--- src/rtl/keymap_access_arbiter.sv ---
`default_nettype none
// ============================================================================
// Module      : keymap_access_arbiter
// Description : Single-port sequencer for the keyboard keymap RAM, shared by
//               the scancode translator (4-byte lookup bursts), the CPU
//               keymap register port (auto-incrementing byte access) and the
//               boot-time keymap loader (byte stream from flash).
// Ports       : clk/rst_n        - clock, asynchronous active-low reset
//               tr_*             - translator request, base and byte returns
//               cpu_*            - CPU strobes, data, rewind, status
//               ld_*             - loader start, byte handshake, status
//               ram_*            - keymap RAM address/write/read-data port
// Revision    : 1.0 - initial release
// ============================================================================
module keymap_access_arbiter #(
    parameter int AW   = 14,
    parameter int DW   = 8,
    parameter int FAIR = 1
) (
    input  logic          clk,
    input  logic          rst_n,
    // translator
    input  logic          tr_req,
    input  logic [AW-3:0] tr_base,
    output logic          tr_valid,
    output logic [1:0]    tr_idx,
    output logic [DW-1:0] tr_data,
    output logic          tr_done,
    // CPU register port
    input  logic          cpu_rd,
    input  logic          cpu_wr,
    input  logic [DW-1:0] cpu_din,
    input  logic          cpu_rewind,
    output logic [DW-1:0] cpu_dout,
    output logic          cpu_busy,
    output logic          cpu_err,
    // keymap loader
    input  logic          ld_start,
    input  logic          ld_valid,
    input  logic [DW-1:0] ld_data,
    output logic          ld_ready,
    output logic          ld_busy,
    output logic          ld_done,
    // keymap RAM
    output logic [AW-1:0] ram_addr,
    output logic          ram_we,
    output logic [DW-1:0] ram_wdata,
    input  logic [DW-1:0] ram_rdata
);

    typedef enum logic [2:0] {
        S_IDLE       = 3'd0,
        S_TR_ADDR    = 3'd1,
        S_TR_DRAIN   = 3'd2,
        S_CPU_RD     = 3'd3,
        S_CPU_RDDATA = 3'd4,
        S_CPU_WR     = 3'd5
    } state_t;

    localparam logic [AW-1:0] c_addr_one = {{(AW-1){1'b0}}, 1'b1};
    localparam logic [AW-1:0] c_addr_max = {AW{1'b1}};

    state_t          r_state;
    state_t          w_next_state;
    logic [1:0]      r_idx;
    logic [1:0]      w_next_idx;
    logic [AW-3:0]   r_tr_base;
    logic            r_tr_valid;
    logic [1:0]      r_tr_idx;
    logic            r_last_tr;
    logic            r_cpu_pend;
    logic            r_cpu_pend_wr;
    logic [DW-1:0]   r_cpu_wdata;
    logic [DW-1:0]   r_cpu_dout;
    logic            r_cpu_err;
    logic [AW-1:0]   r_cpu_addr;
    logic            r_ld_busy;
    logic            r_ld_done;
    logic [AW-1:0]   r_ld_addr;

    logic            w_strobe;
    logic            w_cpu_busy;
    logic            w_cpu_first;
    logic            w_grant_tr;
    logic            w_grant_cpu;
    logic            w_ld_ready;
    logic            w_ld_wr;
    logic            w_cpu_step;

    assign w_strobe    = cpu_rd | cpu_wr;
    // A pending access stays pending until its last state, so the pending
    // flag alone covers both "waiting" and "in progress".
    assign w_cpu_busy  = r_cpu_pend;
    // Fairness: after a translator burst, a waiting CPU access goes first.
    assign w_cpu_first = (FAIR != 0) && r_last_tr && r_cpu_pend;
    assign w_grant_tr  = (r_state == S_IDLE) && tr_req && !w_cpu_first;
    assign w_grant_cpu = (r_state == S_IDLE) && r_cpu_pend && !w_grant_tr;
    assign w_ld_ready  = (r_state == S_IDLE) && r_ld_busy && !tr_req && !r_cpu_pend;
    assign w_ld_wr     = w_ld_ready && ld_valid;
    // The CPU address advances (and the access retires) in the last state.
    assign w_cpu_step  = (r_state == S_CPU_RDDATA) || (r_state == S_CPU_WR);

    // Next state and RAM port
    always_comb begin
        w_next_state = r_state;
        w_next_idx   = r_idx;
        ram_addr     = '0;
        ram_we       = 1'b0;
        ram_wdata    = '0;
        case (r_state)
            S_IDLE: begin
                if (w_grant_tr) begin
                    w_next_state = S_TR_ADDR;
                    w_next_idx   = 2'd0;
                end else if (w_grant_cpu) begin
                    w_next_state = r_cpu_pend_wr ? S_CPU_WR : S_CPU_RD;
                end else if (w_ld_wr) begin
                    ram_addr  = r_ld_addr;
                    ram_we    = 1'b1;
                    ram_wdata = ld_data;
                end
            end
            S_TR_ADDR: begin
                ram_addr   = {r_tr_base, r_idx};
                w_next_idx = r_idx + 2'd1;
                if (r_idx == 2'd3) begin
                    w_next_state = S_TR_DRAIN;
                end
            end
            S_TR_DRAIN: begin
                w_next_state = S_IDLE;
            end
            S_CPU_RD: begin
                ram_addr     = r_cpu_addr;
                w_next_state = S_CPU_RDDATA;
            end
            S_CPU_RDDATA: begin
                w_next_state = S_IDLE;
            end
            S_CPU_WR: begin
                ram_addr     = r_cpu_addr;
                ram_we       = 1'b1;
                ram_wdata    = r_cpu_wdata;
                w_next_state = S_IDLE;
            end
            default: begin
                w_next_state = S_IDLE;
            end
        endcase
    end

    always_ff @(posedge clk or negedge rst_n) begin
        if (!rst_n) begin
            r_state       <= S_IDLE;
            r_idx         <= 2'd0;
            r_tr_base     <= '0;
            r_tr_valid    <= 1'b0;
            r_tr_idx      <= 2'd0;
            r_last_tr     <= 1'b0;
            r_cpu_pend    <= 1'b0;
            r_cpu_pend_wr <= 1'b0;
            r_cpu_wdata   <= '0;
            r_cpu_dout    <= '0;
            r_cpu_err     <= 1'b0;
            r_cpu_addr    <= '0;
            r_ld_busy     <= 1'b0;
            r_ld_done     <= 1'b0;
            r_ld_addr     <= '0;
        end else begin
            r_state <= w_next_state;
            r_idx   <= w_next_idx;

            // Base is captured at grant so the burst is immune to tr_base
            // changing after the requester drops tr_req.
            if (w_grant_tr) begin
                r_tr_base <= tr_base;
            end

            // Read data for an address returns one cycle later: delay the
            // beat qualifier and index by one cycle to line up with it.
            r_tr_valid <= (r_state == S_TR_ADDR);
            r_tr_idx   <= (r_state == S_TR_ADDR) ? r_idx : 2'd0;

            if (w_grant_tr) begin
                r_last_tr <= 1'b1;
            end else if (w_grant_cpu) begin
                r_last_tr <= 1'b0;
            end

            // Write wins over a simultaneous read.
            if (w_strobe && !w_cpu_busy) begin
                r_cpu_pend    <= 1'b1;
                r_cpu_pend_wr <= cpu_wr;
                r_cpu_wdata   <= cpu_din;
            end else if (w_cpu_step) begin
                r_cpu_pend    <= 1'b0;
            end

            if (w_strobe && w_cpu_busy) begin
                r_cpu_err <= 1'b1;
            end else if (cpu_rewind) begin
                r_cpu_err <= 1'b0;
            end

            // Rewind beats a same-cycle increment.
            if (cpu_rewind) begin
                r_cpu_addr <= '0;
            end else if (w_cpu_step) begin
                r_cpu_addr <= r_cpu_addr + c_addr_one;
            end

            if (r_state == S_CPU_RDDATA) begin
                r_cpu_dout <= ram_rdata;
            end

            r_ld_done <= 1'b0;
            if (ld_start) begin
                r_ld_busy <= 1'b1;
                r_ld_addr <= '0;
            end else if (w_ld_wr) begin
                r_ld_addr <= r_ld_addr + c_addr_one;
                if (r_ld_addr == c_addr_max) begin
                    r_ld_busy <= 1'b0;
                    r_ld_done <= 1'b1;
                end
            end
        end
    end

    assign tr_valid = r_tr_valid;
    assign tr_idx   = r_tr_idx;
    assign tr_data  = r_tr_valid ? ram_rdata : '0;
    assign tr_done  = (r_state == S_TR_DRAIN);
    assign cpu_dout = r_cpu_dout;
    assign cpu_busy = w_cpu_busy;
    assign cpu_err  = r_cpu_err;
    assign ld_ready = w_ld_ready;
    assign ld_busy  = r_ld_busy;
    assign ld_done  = r_ld_done;

endmodule
`default_nettype wire

--- config.mk ---
export PLATFORM = sky130hd
export DESIGN_NAME = keymap_access_arbiter
export DESIGN_NICKNAME = d
export VERILOG_FILES = /design/src/rtl/keymap_access_arbiter.sv
export SDC_FILE = /design/constraint.sdc
export NUM_CORES = 1
export LEC_CHECK = 0
export ABC_AREA = 1
export BUFFER_PORTS_ARGS = -buffer_cell sky130_fd_sc_hd__buf_2
export CAP_MARGIN = 20
export CORE_UTILIZATION = 50
export CTS_BUF_LIST = sky130_fd_sc_hd__clkbuf_2
export CTS_CLUSTER_SIZE = 16
export DETAILED_ROUTE_END_ITERATION = 7
export GPL_ROUTABILITY_DRIVEN = 0
export PLACE_DENSITY_LB_ADDON = 0.05
export SYNTH_ARGS = -nofsm -noshare
export SYNTH_HDL_FRONTEND = slang
export SYNTH_SLANG_ARGS = --single-unit
--- constraint.sdc ---
create_clock -name clk -period 1.8 [get_ports clk]
set_input_delay 0.54 -clock clk [delete_from_list [all_inputs] [get_ports clk]]
set_output_delay 0.54 -clock clk [all_outputs]
set_load 0.05 [all_outputs]
==> summary.md, run 1 <==
| Metric | Value |
|---|---|
| WHS | approximately 180 ps |
| Syn_nets | 475 |
| Vias in the first global route | between 3000 and 4000 |
| Row Count | 30 |
| First-pass GRT wire length | ~16 mm |
| Max-slew headroom | 69.2% |
| Via-per-instance ratio | roughly 5.3 |
| CP bufs+invs | 4 |
| Area after DPL | approximately 4600 um^2 |
| Post-synth top area share | ~47% |
| Seq/Total Area, Yosys | 47.5% |
| Core Footprint | slightly below 7000 um^2 |
| Share of layout cells above drive strength 1 | 42.9% |
| Htree depth | 3 |
| CP required | between 1000 and 1500 ps |
| Drt total wl | a little over 10 mm |
| Number of flops mapped to enable cells by yosys | 0 |
| Worst setup SP type | flip-flop |
| Die width | around 88 um |
| Fill cells | between 400 and 500 |
| Worst slew pin tran | 462 ps |
| #FFs+latches synth | 70 |
| Failing checks | setup timing |
| TritonCTS clock tree | done |
| Hold WC Path Type | in -> reg |
| Die Span Y | between 80 and 90 um |
| Worst-path fanout max | 5 |
| Grt ovf | 0 |
| N_diodes | 0 |
| Worst Path Arrival | 1950 ps |
| Syn Area/Cell | approximately 8.6 um^2 |
| GR Util met1 | about a third |
| Clock Path Buffers | 2 |
| Die area | about 7700 um^2 |
| Worst Slack Setup Final | -688 ps |
| CTS clk-pin slew, worst paths | 200 ps |
| CP Class | reg -> out |
| Worst Setup End Kind | output port |
| WL per Instance | about 15 um |
| I/O Pins | approximately 90 |
| Fin nets | ~600 |
| Final setup vio count | 34 |
| Predominant post-synthesis flop cell | dfrtp_1 |
| # clock sinks | 70 |
| Netlist Area Pre-Place | around 3700 um^2 |
| Total of max-cap violations | 0 |
| Initial antenna violation count | 0 |
| Starting density of the core | between 50% and 60% |
| Synth Instances | approximately 430 |
| Status | complete, but fails checks |
| Final Slew Violations | 0 |
| IO buf count | 91 |
| Max incr delay on CP | approximately 470 ps |
| Area of the multi-input gates | a little under 2000 um^2 |
| Tcrit/Tclk final | 138% |
| Critical path's top delay family | buffers and inverters |
| Ys Warns | 0 |
| Synth-to-layout area growth | 43.9% |
| CP max stage cell | dfrtp_1 |
| Crit-path cells | inv_2 > nand3_2 > inv_2 > nor2_4 > buf_4 > o211ai_1 > buf_4 |
| Final Hold Viols | 0 |
| Most frequent cells after synthesis | nand2_1 (105), dfrtp_1 (70), inv_1 (47) |
| Worst-skew pair later-pin latency | about 530 ps |
| Yosys top cell by area | dfrtp_1 |
| Num CTS Buffers | 9 |
| Area contributors post-synth | dfrtp_1 (47%), nand2_1 (11%), mux2_2 (7.0%), inv_1 (4.8%), nand3_1 (4.1%) |
| Leak Pwr | about 2.6 nW |
| Met2 Track Usage GR | around 47% |
| Initial DRT Pass Iterations | 5 |
| Final Instance Area | 5310 um^2 |
| Maximum VDD drop | 0.726 mV |
| Largest net degree at the start of global routing | 22 |
| Final Skew | 23.1 ps |
| Register area | roughly 1800 um^2 |
| Ys async rst share | 100% |
| Minimum clock period | 2490 ps |
| RSZ-0062 raised after global routing | true |
| Pwr dens | about 1500 nW/um^2 |
| Total power | a little under 0.008 W |
| Layer with the highest usage | met2 |
| Cell with the most instances after synthesis | nand2_1 |
| Final ANT Viol Nets | 0 |
| Starting DRC count in detailed routing | roughly 210 |
| GRT Resource Usage Total | between 20% and 30% |
| Post-route DRC | 0 |
| Met3 Usage GRT | slightly below 6% |
| CTS Root Cell | clkbuf_2 |
| Setup TNS | -16460 ps |
| Via count | around 3500 |
| Synth cell types | 32 |
| Fmax | a little over 0.4 GHz |
| DP Wirelength | 7.22 mm |
[cell type report]
cell class	instances	area share (%)
clock buffers	9	0.848
well taps	96	2.26
inverters	52	3.77
flip-flops and latches	70	33.1
clock inverters	7	2.12
multi-input cells	297	37.4
repair buffers	124	20.5
[final timing paths]
path / startpoint / to / cells past startpoint / slack, ps
min in group asynchronous: rst_n / cpu_dout[3] / 2 / 450
hold reg to reg: r_last_tr / r_last_tr / 2 / 510
setup / recovery: r_state[1] / ram_addr[9] / 7 / -690
setup reg to reg: cpu_busy / r_tr_base[1] / 5 / 70
hold / removal: cpu_rewind / r_cpu_addr[6] / 2 / 180
max in group asynchronous: rst_n / r_state[0] / 3 / 870
[routing by layer]
metal / wire length [um] / up-vias
met1: 4280 / 1676
met4: 165 / 0
met2: 5190 / 110
met5: 0 / -
met3: 501 / 15
li1: - / 1673
[sequential cells by signal, summed over array words and instances (netlist names)]
register       flops
r_cpu_addr        14
ld_done            1
r_cpu_pend_wr      1
r_idx              2
cpu_busy           1
tr_valid           1
r_cpu_wdata        8
r_state            3
tr_idx             2
cpu_dout           8
ld_busy            1
r_tr_base         12
cpu_err            1
r_last_tr          1
r_ld_addr         14
[layout by cell type, fill, tap and decap left out, types with 2 or more instances in the layout]
master / Yosys / layout
nor2_1: 36 / 33
bufinv_16: 0 / 3
o21ai_0: 26 / 17
inv_2: 5 / 14
a22oi_2: 0 / 8
mux2_2: 23 / 23
buf_4: 1 / 24
nor3_1: 8 / 7
nand2_1: 105 / 93
a22o_4: 0 / 8
xor2_1: 3 / 3
dfrtp_1: 70 / 65
o21ai_2: 0 / 3
nand2_4: 3 / 10
o21ai_4: 0 / 5
clkinvlp_4: 0 / 2
buf_6: 4 / 18
nor2_4: 3 / 5
ha_1: 3 / 3
nand4_1: 8 / 8
inv_1: 47 / 37
nand3_1: 30 / 29
buf_8: 0 / 20
nand2_2: 3 / 8
dfrtp_2: 0 / 5
clkbuf_2: 0 / 9
a21oi_1: 12 / 11
clkinv_1: 0 / 2
buf_2: 1 / 55
mux2_4: 5 / 5
o211ai_1: 3 / 3
buf_12: 0 / 6
[report_power, final]
part           total [W]  internal (W)  switching, W
Sequential       0.00237       0.00203      0.000334
Clock            0.00117      0.000588      0.000585
Combinational    0.00420       0.00170       0.00250
[timing repair]
action / in CTS / in global routing
pin swaps: 2 / 7
gates resized for setup: 114 / 38
setup buffers: 4 / 1
hold endpoints to repair: 12 / 0
endpoints found under the setup margin: 36 / 37
hold buffers: 1 / 0
[stage by stage]
step | setup WS (ps) | utilization [%] | cells
after CTS | -714 | 74.2 | 654
final | -688 | 76.5 | 655
after detailed placement | -432 | 66.3 | 633
after global placement | -382 | 66.3 | 633
after floorplan | -671 | - | 428
after global routing | -804 | 76.5 | 655
[kinds of logic after synthesis]
family,Yosys count,synth area share [%]
mux,28,9.05
fa+ha+maj,3,1.02
buf+inv,61,7.15
flops,70,47.5
compound gates,63,10.5
simple gates,199,23.8
xor+xnor,4,0.949
Power figures use the tool's default switching activity.
==> run 2: changes to the inputs <==
- BUFFER_PORTS_ARGS: -buffer_cell sky130_fd_sc_hd__buf_2 -> not set
- CORE_MARGIN: not set -> 10
- DONT_BUFFER_PORTS: not set -> 1
==> run 2 against run 1 <==
- the run ends with hold timing, setup timing left
- register-to-register slack is essentially flat
- utilization shrank 7.2 points
- maximum frequency shrank 1.3%
- die area grew 45%
- critical endpoint is now ram_addr[0]
==> summary.md, run 2 (synthesis results as in run 1) <==
| Metric | Value |
|---|---|
| Top Registers | r_cpu_addr x14, r_ld_addr x14, r_tr_base x12 |
| Final Slew Violations | 0 |
| Minimum clock period | about 2500 ps |
| Clock power share | between 10% and 20% |
| Met3 Usage GRT | under 10% |
| Via count | roughly 3200 |
| Worst-skew pair later-pin latency | between 500 and 600 ps |
| CTS Root Cell | clkbuf_2 |
| Final setup vio count | 35 |
| Combinational power share | ~50% |
| Leak Pwr | around 2.3 nW |
| Grt ovf | 0 |
| Drt total wl | ~11 mm |
| Htree depth | 3 |
| Vias in the first global route | roughly 3200 |
| Final Hold Viols | 70 |
| WL per Instance | 17.6 um |
| Largest net degree at the start of global routing | 71 |
| Hold WC Path Type | in -> async |
| Die width | roughly 110 um |
| IO buf count | 0 |
| Fin nets | about 540 |
| WHS | -348 ps |
| DP Wirelength | between 7 and 8 mm |
| Final Util | between 60% and 70% |
| # clock sinks | 70 |
| Via-per-instance ratio | around 5.4 |
| TritonCTS clock tree | done |
| Most common cell after layout, fill and taps aside | nand2_1 |
| Pwr dens | 1490 nW/um^2 |
| Worst Path Arrival | between 1500 and 2000 ps |
| First-pass GRT wire length | ~17 mm |
| Fill cells | 597 |
| Met2 Track Usage GR | a little under a third |
| Tcrit/Tclk final | 140% |
| Clock Path Buffers | 2 |
| Layout Cells excl Fill | 598 |
| Synth-to-layout area growth | 35.5% |
| Initial antenna violation count | 0 |
| Core Footprint | 7210 um^2 |
| CTS clk-pin slew, worst paths | around 220 ps |
| Portion of total power attributed to sequential cells | between 30% and 40% |
| Setup TNS | -16950 ps |
| Share of layout cells above drive strength 1 | 37.5% |
| Status | complete, but fails checks |
| Worst-path fanout max | 12 |
| Final ANT Viol Nets | 0 |
| CP required | ~1300 ps |
| Net switching fraction of the power | between 40% and 50% |
| Starting density of the core | between 50% and 60% |
| GRT Resource Usage Total | between 10% and 20% |
| Worst slew pin tran | between 400 and 500 ps |
| Worst setup SP type | flip-flop |
| Fmax | just under 0.4 GHz |
| Max-slew headroom | about 69% |
| NetSw | around 0.0033 W |
| CP Class | reg -> out |
| Initial DRT Pass Iterations | 5 |
| Die Span Y | 106 um |
| Total power | about 0.0074 W |
| Num CTS Buffers | 9 |
| Total of max-cap violations | 0 |
| I/O Pins | just over 90 |
| Worst Slack Setup Final | -721 ps |
| Maximum VDD drop | roughly 0.8 mV |
| GR Util met1 | between 20% and 30% |
| Starting DRC count in detailed routing | roughly 110 |
| Internal power | around 0.004 W |
| RSZ-0062 raised after global routing | true |
| Worst Setup End Kind | output port |
| Die area | 11200 um^2 |
| Final Skew | 45.6 ps |
| Post-route DRC | 0 |
| Cell Count Post-Placement | about 570 |
| Layer with the highest usage | met2 |
| Row Count | 31 |
| N_diodes | 0 |
| Failing checks | hold timing, setup timing |
| Commonest cells after routing, fill and taps aside | nand2_1 (91), dfrtp_1 (55), inv_1 (37), nor2_1 (33), buf_4 (31) |
==> run 2: changes by cell type in the layout (fill, tap and decap cells not counted), sizes merged <==
cell / change
bufinv: -2
inv: -1
dlygate4sd3: +1
clkbuf: +4
buf: -63
clkinv: +1
==> run 2: timing repair <==
action	CTS	global route
endpoints found under the hold margin	71	71
pin swaps	4	4
setup buffers	11	4
hold buffers	1	1
gates resized for setup	42	39
setup endpoints to repair	35	49
==> run 2: power groups by stage <==
stage | combinational [W] | sequential, W | clock (W)
after floorplan | 0.00207 | 0.00277 | 0
after global placement | 0.00328 | 0.00280 | 0
after detailed placement | 0.00333 | 0.00282 | 0
after CTS | 0.00365 | 0.00279 | 0.000904
after global routing | 0.00394 | 0.00288 | 0.000980
final | 0.00374 | 0.00283 | 0.000876
==> run 2: metal layers <==
layer | part of all wire, % | wire (um)
met1 | 40 | 4200
met2 | 52 | 5500
met3 | 6.5 | 684
met4 | 1.4 | 144
met5 | 0 | 0
==> run 2: stage by stage <==
stage | cell area (um^2) | setup WS (ps) | hold slack (ps)
final | 5000 | -721 | -348
after global routing | 5000 | -833 | -417
after CTS | 4860 | -740 | -377
after detailed placement | 4530 | -260 | 247
after global placement | 4530 | -209 | 247
after floorplan | 3830 | -671 | 244
==> run 2: path summary, 6_finish.rpt <==
kind	start	end	depth (start not counted)	slack, ps
hold / removal	rst_n	r_state[2]	0	-350
setup / recovery	r_state[1]	ram_addr[0]	7	-720
hold reg to reg	r_last_tr	r_last_tr	2	520
max in group asynchronous	rst_n	ld_busy	0	1980
setup reg to reg	r_state[1]	ld_busy	11	70
min in group clk	cpu_rewind	r_cpu_addr[2]	1	80
==> run 2: critical path: stages (launching register included) <==
cell	delay, ps
dfrtp_1	490
nor2_4	140
nand2_2	90
nor2_4	120
nand2_4	90
buf_12	160
o221ai_4	180
buf_12	170
==> run 2: final cells by class <==
cell class	instances	area [um^2]	area share, %
Tap cell	99	124	2.48
Clock buffer	11	55.1	1.10
Timing Repair Buffer	64	830	16.6
Inverter	52	211	4.23
Multi-Input combinational cell	297	1960	39.2
Clock inverter	5	50.0	1.00
Sequential cell	70	1770	35.4
==> run 3: changes to the inputs <==
- PLACE_DENSITY: not set -> 0.72
- PLACE_DENSITY_LB_ADDON: 0.05 -> not set
==> run 3 against run 2 <==
- the run still ends with hold timing, setup timing left
- sequential power is essentially flat
- clock skew is 22 ps lower
- utilization fell by 0.42 points
- final cell count decreased by 1.0%
- first-iteration DRC count increased by 56%
- sequential cell count stayed put
- largest cell class unchanged
==> summary.md, run 3 (synthesis results as in run 1) <==
| Metric | Value |
|---|---|
| Synth-to-layout area growth | 34.6% |
| Vias in the first global route | approximately 3400 |
| Die area | between 10000 and 15000 um^2 |
| Worst slew pin tran | ~500 ps |
| Pre-CTS WS | -251 ps |
| TritonCTS clock tree | done |
| Via-per-instance ratio | 5.55 |
| Top Registers | r_cpu_addr x14, r_ld_addr x14, r_tr_base x12 |
| Most common cell after layout, fill and taps aside | nand2_1 |
| Leak Pwr | approximately 2.3 nW |
| CP required | 1260 ps |
| # clock sinks | 70 |
| Minimum clock period | 2530 ps |
| CP Class | reg -> out |
| RSZ-0062 raised after global routing | true |
| Max-slew headroom | between 60 and 70% |
| Starting DRC count in detailed routing | 165 |
| GRT Resource Usage Total | a little under a fifth |
| Final Hold Viols | 70 |
| First-pass GRT wire length | between 15 and 20 mm |
| Hold WC Path Type | in -> async |
| IO buf count | 0 |
| I/O Pins | ~90 |
| Grt ovf | 0 |
| Fin nets | 536 |
| Status | complete, but fails checks |
| Largest net degree at the start of global routing | 71 |
| Commonest cells after routing, fill and taps aside | nand2_1 (94), dfrtp_1 (64), inv_1 (37), nor2_1 (33), nand3_1 (28) |
| Num CTS Buffers | 9 |
| Htree depth | 3 |
| Via count | approximately 3300 |
| Final Slew Violations | 0 |
| Share of layout cells above drive strength 1 | a little over a third |
| Initial DRT Pass Iterations | 5 |
| Fmax | around 0.39 GHz |
| Final ANT Viol Nets | 0 |
| Area of the multi-input gates | between 1500 and 2000 um^2 |
| Post-route DRC | 0 |
| Worst-skew pair later-pin latency | ~520 ps |
| R2R Setup Slk | about 50 ps |
| Row Count | 31 |
| Core Footprint | 7210 um^2 |
| Initial antenna violation count | 1 |
| Pwr dens | 1510 nW/um^2 |
| Failing checks | hold timing, setup timing |
| Die width | 106 um |
| Worst-path fanout max | 9 |
| Maximum VDD drop | around 0.76 mV |
| Worst Setup End Kind | output port |
| Clock Path Buffers | 2 |
| WL per Instance | 17.7 um |
| Final Skew | between 20 and 25 ps |
| Drt total wl | ~10 mm |
| Worst setup SP type | flip-flop |
| CTS Root Cell | clkbuf_2 |
| CTS clk-pin slew, worst paths | between 150 and 200 ps |
| Register area | about 1800 um^2 |
| Die Span Y | between 100 and 150 um |
| Tcrit/Tclk final | 141% |
| DP Wirelength | about 7.6 mm |
| WHS | -326 ps |
| Total of max-cap violations | 0 |
| Worst Path Arrival | between 1500 and 2000 ps |
| Final setup vio count | 34 |
| Fill cells | approximately 550 |
| Worst Slack Setup Final | -733 ps |
| Total power | roughly 0.0075 W |
| Starting density of the core | 51.2% |
[run 3: cell count changes in the layout (fill, tap and decap cells not counted), sizes merged]
cell         delta
diode           +1
clkbuf          -2
dlygate4sd3     -2
clkinv          +2
clkinvlp        -2
buf             -3
[run 3: area by class of cell]
type / instances / area share, %
Inverter: 52 / 4.28
Clock buffer: 10 / 1.01
Timing Repair Buffer: 58 / 16.0
Clock inverter: 4 / 0.831
Tap cell: 99 / 2.49
Multi-Input combinational cell: 297 / 39.9
Antenna cell: 1 / 0.0504
Timing Repair inverter: 1 / 0.101
Sequential cell: 70 / 35.4
[run 3: per-layer routing]
layer | wire (um) | track usage, %
met3 | 755 | 4.65
met4 | 298 | 8.12
met5 | 0 | 0
met1 | 3990 | 21.3
met2 | 5420 | 31.6
[run 3: per-stage QoR]
step	hold slack, ps	cells	utilization (%)	setup TNS [ps]	instance area, um^2
detailed placement	247	567	63.1	-4050	4550
global placement	247	567	63.1	-3410	4550
floorplan	244	428	-	-12460	3830
CTS	-343	585	67.0	-16500	4840
global route	-355	592	68.9	-18450	4970
finish	-326	592	68.9	-16460	4970
[run 3: where the power goes]
part | switching, W | total [W] | leakage [nW] | internal, W
Sequential | 0.000775 | 0.00280 | 0.886 | 0.00203
Clock | 0.000551 | 0.000850 | 0.0604 | 0.000299
Combinational | 0.00208 | 0.00386 | 1.35 | 0.00178
Total | 0.00341 | 0.00751 | 2.30 | 0.00410
[run 3: path summary, 6_finish.rpt]
path,from,to,cells past startpoint
worst max-delay path,r_state[1],ram_addr[11],8
worst min-delay path,rst_n,r_tr_base[7],0
worst max register to register,cpu_busy,r_tr_base[10],4
worst min register to register,r_last_tr,r_last_tr,2
max in group asynchronous,rst_n,r_tr_base[10],0
min in group clk,cpu_rewind,r_cpu_addr[6],1
[run 3: worst max-delay path: stages (launching register included)]
cell	delay, ps
dfrtp_1	470
inv_2	80
nand3_2	80
inv_2	60
nor2_4	220
inv_6	100
a22oi_2	190
o21ai_2	110
buf_12	160
[run 3: what timing repair did]
action / CTS / global route
gates cloned: 0 / 1
gates resized for setup: 48 / 24
endpoints found under the hold margin: 70 / 70
setup buffers: 6 / 6
endpoints found under the setup margin: 35 / 34
pin swaps: 2 / 6
